File: src/rtl/conv_pkg.sv
// conv_pkg: shared state encoding, default widths and operand indexing for the conv MAC scheduler.
package conv_pkg;
    typedef enum logic [2:0] {
        S_IDLE  = 3'd0,
        S_LOAD  = 3'd1,
        S_MAC   = 3'd2,
        S_STORE = 3'd3,
        S_OUT   = 3'd4,
        S_DONE  = 3'd5
    } state_t;
    localparam int DATA_W_DEF = 8;
    localparam int ACC_W_DEF  = 20;
    localparam int RES_W_DEF  = 8;
    localparam int N_POS      = 4;
    localparam int N_TAP      = 9;
    // Element of the 4x4 operand under kernel tap (i,j) at output position (r,c).
    function automatic logic [3:0] a_idx(input logic [1:0] pos, input logic [3:0] tap);
        int r = int'(pos[1]) + int'(tap) / 3;
        int c = int'(pos[0]) + int'(tap) % 3;
        return 4'(r * 4 + c);
    endfunction
endpackage

File: src/rtl/conv_mac.sv
// conv_mac: registered unsigned multiply-accumulate with clear and enable.
module conv_mac import conv_pkg::*; #(
    parameter int DATA_W = DATA_W_DEF,
    parameter int ACC_W  = ACC_W_DEF
) (
    input  logic              clk,
    input  logic              reset,
    input  logic              clr,
    input  logic              en,
    input  logic [DATA_W-1:0] a,
    input  logic [DATA_W-1:0] b,
    output logic [ACC_W-1:0]  acc
);
    logic [2*DATA_W-1:0] prod;
    assign prod = a * b;
    always_ff @(posedge clk) begin
        if (reset || clr) acc <= '0;
        else if (en) acc <= acc + ACC_W'(prod);
    end
endmodule

File: src/rtl/conv_mac_scheduler.sv
// conv_mac_scheduler: 2x2 valid convolution of 4x4 A by 3x3 B on one shared MAC, results streamed row-major.
// Define CONV_SAT_EN to saturate stored results instead of truncating them.
module conv_mac_scheduler import conv_pkg::*; #(
    parameter int DATA_W = DATA_W_DEF,
    parameter int ACC_W  = ACC_W_DEF,
    parameter int RES_W  = RES_W_DEF
) (
    input  logic                 clk,
    input  logic                 reset,
    input  logic                 run,
    input  logic [16*DATA_W-1:0] a_flat,
    input  logic [9*DATA_W-1:0]  b_flat,
    output logic [RES_W-1:0]     result,
    output logic                 result_valid,
    output logic [1:0]           result_idx,
    output logic                 busy,
    output logic                 done,
    output logic [2:0]           current_state
);
    state_t state, state_nx;
    logic run_d;
    logic [16*DATA_W-1:0] a_reg;
    logic [9*DATA_W-1:0] b_reg;
    logic [3:0] tap;
    logic [1:0] pos;
    logic [RES_W-1:0] res_buf [N_POS];
    logic [ACC_W-1:0] acc;
    logic [RES_W-1:0] acc_red;
    logic [DATA_W-1:0] op_a, op_b;
    logic mac_clr, mac_en, last_tap;

    assign op_a     = a_reg[int'(a_idx(pos, tap)) * DATA_W +: DATA_W];
    assign op_b     = b_reg[int'(tap) * DATA_W +: DATA_W];
    assign mac_clr  = state == S_LOAD || state == S_STORE;
    assign mac_en   = state == S_MAC;
    assign last_tap = tap == 4'(N_TAP - 1);
`ifdef CONV_SAT_EN
    assign acc_red = |acc[ACC_W-1:RES_W] ? {RES_W{1'b1}} : acc[RES_W-1:0];
`else
    assign acc_red = acc[RES_W-1:0];
`endif

    conv_mac #(.DATA_W(DATA_W), .ACC_W(ACC_W)) u_mac (
        .clk(clk), .reset(reset), .clr(mac_clr), .en(mac_en), .a(op_a), .b(op_b), .acc(acc)
    );

    always_comb begin
        state_nx = S_IDLE;
        case (state)
            S_IDLE:  state_nx = (run && !run_d) ? S_LOAD : S_IDLE;
            S_LOAD:  state_nx = S_MAC;
            S_MAC:   state_nx = last_tap ? S_STORE : S_MAC;
            S_STORE: state_nx = (pos == 2'd3) ? S_OUT : S_MAC;
            S_OUT:   state_nx = (pos == 2'd3) ? S_DONE : S_OUT;
            default: state_nx = S_IDLE;
        endcase
    end

    // Outputs mirror the state being executed on each edge, so they trail the internal state by one cycle.
    always_ff @(posedge clk) begin
        if (reset) begin
            state         <= S_IDLE;
            run_d         <= 1'b0;
            a_reg         <= '0;
            b_reg         <= '0;
            tap           <= '0;
            pos           <= '0;
            res_buf       <= '{default: '0};
            result        <= '0;
            result_valid  <= 1'b0;
            result_idx    <= '0;
            busy          <= 1'b0;
            done          <= 1'b0;
            current_state <= '0;
        end else begin
            state <= state_nx;
            run_d <= run;
            if (state == S_LOAD) begin
                a_reg   <= a_flat;
                b_reg   <= b_flat;
                res_buf <= '{default: '0};
            end
            if (state == S_STORE) res_buf[pos] <= acc_red;
            tap           <= (state == S_MAC && !last_tap) ? tap + 4'd1 : 4'd0;
            pos           <= (state == S_STORE || state == S_OUT) ? pos + 2'd1 : (state == S_LOAD ? 2'd0 : pos);
            result        <= (state == S_OUT) ? res_buf[pos] : '0;
            result_valid  <= state == S_OUT;
            result_idx    <= (state == S_OUT) ? pos : 2'd0;
            busy          <= state != S_IDLE;
            done          <= state == S_DONE;
            current_state <= state;
        end
    end
endmodule

File: config.mk
export PLATFORM = sky130hd
export DESIGN_NAME = conv_mac_scheduler
export DESIGN_NICKNAME = d
export VERILOG_FILES = /design/src/rtl/conv_pkg.sv /design/src/rtl/conv_mac.sv /design/src/rtl/conv_mac_scheduler.sv
export SDC_FILE = /design/constraint.sdc
export NUM_CORES = 1
export LEC_CHECK = 0
export CORE_ASPECT_RATIO = 1.1
export CORE_MARGIN = 1
export CORE_UTILIZATION = 40
export CTS_BUF_LIST = sky130_fd_sc_hd__clkbuf_2
export DETAILED_ROUTE_END_ITERATION = 10
export GPL_TIMING_DRIVEN = 0
export HOLD_SLACK_MARGIN = 0.1
export PLACE_DENSITY = 0.67
export SKIP_CTS_REPAIR_TIMING = 1
export SYNTH_ARGS = -nofsm -noshare
export SYNTH_HDL_FRONTEND = slang
export SYNTH_HIERARCHICAL = 1
export SYNTH_SLANG_ARGS = --single-unit
File: constraint.sdc
create_clock -name clk -period 20.6 [get_ports clk]
set_input_delay 4.12 -clock clk [delete_from_list [all_inputs] [get_ports clk]]
set_output_delay 4.12 -clock clk [all_outputs]
set_load 0.1 [all_outputs]
# [Word-level counts from Yosys, hierarchy flattened]
# Cells that the tools add are included.
[word_totals] out_inout_bits=16 word_cells=69 in_bits=203 regBits=278
[classes] n_reduce_logical=13 div_mod_pow=2 bitwise=3 addsub=6 order_cmp=2 n_mux=16 shifts=2 eq_ne=7 multipliers=1
[ops] operator="variable part select 128 x 8 -> 8 bit" n=1
[ops] operator="two-way mux 32 bit" n=3
[ops] operator="variable part select 72 x 8 -> 8 bit" n=1
[ops] operator="bitwise mux 32 bit" n=1
[ops] operator="divider 5 x 3 -> 32 bit (second input constant)" n=1
[ops] operator="modulo 5 x 3 -> 32 bit (second input constant)" n=1
[ops] operator="two-way mux 8 bit" n=3
[ops] operator="adder 20 x 16 -> 20 bit" n=1
[ops] operator="binary-select mux 8 bit (select 2 bit)" n=1
[ops] operator="demux 8 bit (select 2 bit)" n=1
[ops] operator="multiplier 8 x 8 -> 16 bit" n=1
[ops] operator="one-hot mux 3 bit (5 select lines)" n=1
[ops] operator="== test 3 x 2 -> 1 bit (second input constant)" n=2
[ops] operator="== test 3 bit (second input constant)" n=2
[ops] operator="adder 2 x 4 -> 4 bit" n=1
[ops] operator="adder 4 x 1 -> 4 bit (second input constant)" n=1
[ops] operator="adder 4 bit" n=1
[ops] operator="== test 4 bit (second input constant)" n=1
[ops] operator="two-way mux 2 bit" n=2
[ops] operator="OR reduction 2 bit" n=2
[ops] operator="== test 3 x 1 -> 1 bit (second input constant)" n=1
[ops] operator="greater-or-equal comparator 3 bit (second input constant)" n=1
[ops] operator="logical AND 1 bit" n=3
[ops] operator="zero test 3 bit" n=1
[ops] operator="12 further kinds" n=18

# [Depth between registers and ports, before layout]
[depth] word_depth=7 mapped_depth=36 ltp_nobuf=33

# [Hierarchy]
# The synthesis kept the hierarchy.
[by_module_without_submodules] module="conv_mac_scheduler" area_each_um2=11170.7 cells_per_inst=1325 instances=1 seq_area_each_um2=5165.0
[by_module_without_submodules] module="conv_mac" area_each_um2=3569.7 cells_per_inst=425 instances=1 seq_area_each_um2=400.4

# [Least setup slack after synthesis]
# No wires, ideal clock.
[synth_timing] path_type="register -> register" startpoint="register tap[0]" endpoint="register u_mac.acc[17]" path_slack_ns=12.003 setup_time_ns=0.118 required_time_ns=20.482 path_stages_with_launch=36 path_buffers=3 t_arrival_ns=8.479 synth_period_minus_slack_ns=8.597 cell_sequence="dfxtp_1 buf_1 inv_1 ha_1 a211oi_4 xnor2_1 ha_1 and3b_1 o21ai_0 ha_1 ha_1 nand2_1 or3_1 o32ai_1 a31o_2 nor3_2 nor3_4 buf_2 o211ai_1 o211ai_1 clkbuf_1 nand2_1 fa_1 inv_1 fa_1 fa_1 inv_1 fa_1 inv_1 ha_1 and3_1 a221oi_2 or4_4 and3_4 o21ai_1 a21oi_1"
[synth_via] elab_chain_len=6 elab_cells_between_ends=9 classes_between="4 x add/sub; 1 x mul; 2 x div; 2 x shift"
[synth_rtl] item="start: declaration" line_no="conv_mac_scheduler.sv:24" rtl="logic [3:0] tap;"
[synth_rtl] item="start signal: assignment" line_no="conv_mac_scheduler.sv:84" rtl="tap <= (state == S_MAC && !last_tap) ? tap + 4'd1 : 4'd0;"
[synth_rtl] item="modulo 5 x 3 -> 32 bit or divider 5 x 3 -> 32 bit (tied branches)" line_no="conv_pkg.sv:19, conv_pkg.sv:18"
[synth_rtl] item="adder 2 x 4 -> 4 bit or adder 2 bit (tied branches)" line_no="conv_pkg.sv:19, conv_pkg.sv:18"
[synth_rtl] item="adder 4 bit *" line_no="conv_pkg.sv:20" rtl="return 4'(r * 4 + c);"
[synth_rtl] item="variable part select 128 x 8 -> 8 bit *" line_no="conv_mac_scheduler.sv:32" rtl="assign op_a = a_reg[int'(a_idx(pos, tap)) * DATA_W +: DATA_W];"
[synth_rtl] item="net op_a[5]" line_no="conv_mac_scheduler.sv:29" rtl="logic [DATA_W-1:0] op_a, op_b;"
[synth_rtl] item="multiplier 8 x 8 -> 16 bit *" line_no="conv_mac.sv:15" rtl="assign prod = a * b;"
[synth_rtl] item="adder 20 x 16 -> 20 bit *" line_no="conv_mac.sv:18" rtl="else if (en) acc <= acc + ACC_W'(prod);"
[synth_rtl] item="end signal: assignment" line_no="conv_mac.sv:18"
[synth_rtl] item="end: declaration" line_no="conv_mac.sv:12" rtl="output logic [ACC_W-1:0] acc"
# Mark *: on every way through the listed nets, which the timed path passes. The rest lies on a longest branch.
# A chain may end at the register's enable or synchronous reset.

# [Final worst setup path]
[layout_timing] startpoint="register tap[0]" endpoint="register u_mac.acc[7]"
# The elaborated chain is that of the path after synthesis.

==> metrics.md <==
| Metric | Value |
|---|---|
| Status | completed |
| MaxCap Viol Count | 0 |
| Worst Setup Start Kind | flop |
| Chip width | around 170 um |
| Share of cells above drive strength 1 | 0.101 |
| VDD IR-drop max | approximately 0.000027 V |
| Number of iterations in the first detailed-routing pass | 7 |
| Final period util | 0.434 |
| CTS buffer count | a little over 70 |
| Max FFs per register | around 130 |
| Num ports | 219 |
| Number of global-route vias before repair | ~11000 |
| Crit path buf inv count | 6 |
| Min Tclk post-route | 8.93 ns |
| Fillers | roughly 3000 |
| Final nets | 2044 |
| Grt total ovfl | 0 |
| Antenna violations before repair | 2 |
| DRC marker count from the first detailed-route iteration | between 600 and 700 |
| Post-route DRC violation count | 0 |
| Clock H-tree levels | 3 |
| Fmax | between 100 and 150 MHz |
| Cell internal pwr | between 0.0007 and 0.0008 W |
| Commonest non-fill, non-tap cell in the layout | nand2_1 |
| Syn Inst Count | around 1500 |
| Hold Path Class | flop to flop |
| Final Max Tran Viols | 0 |
| IO Port Bufs | around 220 |
| DRT antenna net count | 0 |
| Sequential power share | 0.524 |
| Avg Cell Area, Syn | 8.47 um^2 |
| Row count | between 60 and 70 |
| Root Driver | clkbuf_2 |
| Slowest CP cell | buf_1 |
| Placer Congestion | ~0.87 |
| Commonest cells after routing, fill and taps aside | 500 x nand2_1, 266 x dfxtp_1, 240 x a21oi_1 |
| Vias per std cell | around 5.0 |
| TNS Setup | 0 ns |
| P per Cell Area | roughly 65 nW/um^2 |
| Delay of the slowest critical-path stage | approximately 0.57 ns |
| Req. time, crit path | 21.31 ns |
| Final setup viols | 0 |
| Clock-pin slew on the worst setup and hold paths | 0.09 ns |
| Synthesis Warnings | 6 |
| Final WL | 36.0 mm |
| Clock skew after layout | 0.0819 ns |
| Clock latency reported for the late side of the worst-skew pair | 0.82 ns |
| Routed length per instance | 16.1 um |
| DP Worst Slack | ~12 ns |
| Max FO, Critical Path | 10 |
| Clk sinks | about 270 |
| Measured slew at the worst slew-check pin | roughly 0.97 ns |
| Logic pwr share | 0.124 |
| First-pass GRT wire length | 57.3 mm |
| Routed via count | roughly 11000 |
| CP endpoint kind | flop |
| Hold Fails Final Rpt | 0 |
| CTS max path bufs | 3 |
| Final HPWL DP | between 20 and 30 mm |
| GRT Util Overall | 0.227 |
| Kind of critical path | flop to flop |
| Max transition margin | 0.350 |
| Post-Syn Area | 12600 um^2 |
| RSZ-0062 raised after global routing | false |
| Die ar. | around 32000 um^2 |
| Synth-to-layout area growth | 26.2% |
| Switching Share | 0.277 |
| CTS tree | done |
| Delay-heaviest family, CP | adder cells |
| Clock group share of total power | 0.352 |
| Largest net degree at the start of global routing | 11 |
| Syn Nets | roughly 1800 |
| Leak | about 5.8 nW |
| Die Span Y | between 150 and 200 um |
| Most common cell on crit path | ha_1 |
| Initial Utilization | 0.411 |
| Area of the core | 30800 um^2 |
| Sw Pwr | about 0.00029 W |
| Final WS setup | between 10 and 15 ns |
| Data arrival time of the worst path | a little under 10 ns |
-- final timing paths --
| kind | startpoint | endpoint | slack (ns) | cells past startpoint |
|---|---|---|---|---|
| hold / removal | b_reg[23] | b_reg[23] | 0.46 | 2 |
| setup reg to reg | tap[0] | u_mac/acc[7] | 11.67 | 29 |
| setup / recovery | tap[0] | u_mac/acc[7] | 11.67 | 29 |
| hold reg to reg | b_reg[23] | b_reg[23] | 0.46 | 2 |
-- worst min-delay path, cell delays in order (launching register included) --
cell     delay (ns)
dfxtp_1        0.32
nand2_1        0.05
a21oi_1        0.05
-- per-stage QoR --
stage	area, um^2	hold slack [ns]	std cells	total power (W)	util
after global routing	16000	0.476	2240	0.00109	0.518
after detailed placement	15300	0.445	2124	0.000683	0.499
after CTS	15900	0.457	2239	0.00104	0.518
final	16000	0.458	2240	0.00104	0.518
after global placement	15300	0.439	2124	0.000681	0.499
after floorplan	12600	0.433	1492	0.000615	-
-- power by group through the flow --
stage / Sequential [W] / Combinational (W) / Clock [W]
after global placement: 0.000554 / 0.000128 / 0
after CTS: 0.000543 / 0.000129 / 0.000373
after global routing: 0.000545 / 0.000141 / 0.000402
final: 0.000543 / 0.000128 / 0.000364
after detailed placement: 0.000554 / 0.000129 / 0
after floorplan: 0.000552 / 0.0000630 / 0
-- cell type report --
cell class / instances / area (um^2) / area share
antenna: 1 / 2.50 / 0.000157
buffer: 113 / 482 / 0.0302
clock buffer: 99 / 495 / 0.0311
multi-input combinational: 1057 / 6620 / 0.415
timing repair buffer: 218 / 2180 / 0.137
sequential: 266 / 5330 / 0.334
clock inverter: 16 / 116 / 0.00729
tap: 414 / 518 / 0.0325
inverter: 56 / 210 / 0.0132
-- layer usage --
metal	vias to the layer above	track usage	share of wire
met5	-	0	0.00033
met4	2	0.0931	0.027
met3	60	0.0431	0.066
met2	380	0.369	0.47
met1	5259	0.293	0.44
li1	5597	-	-
Power figures use the tool's default switching activity.
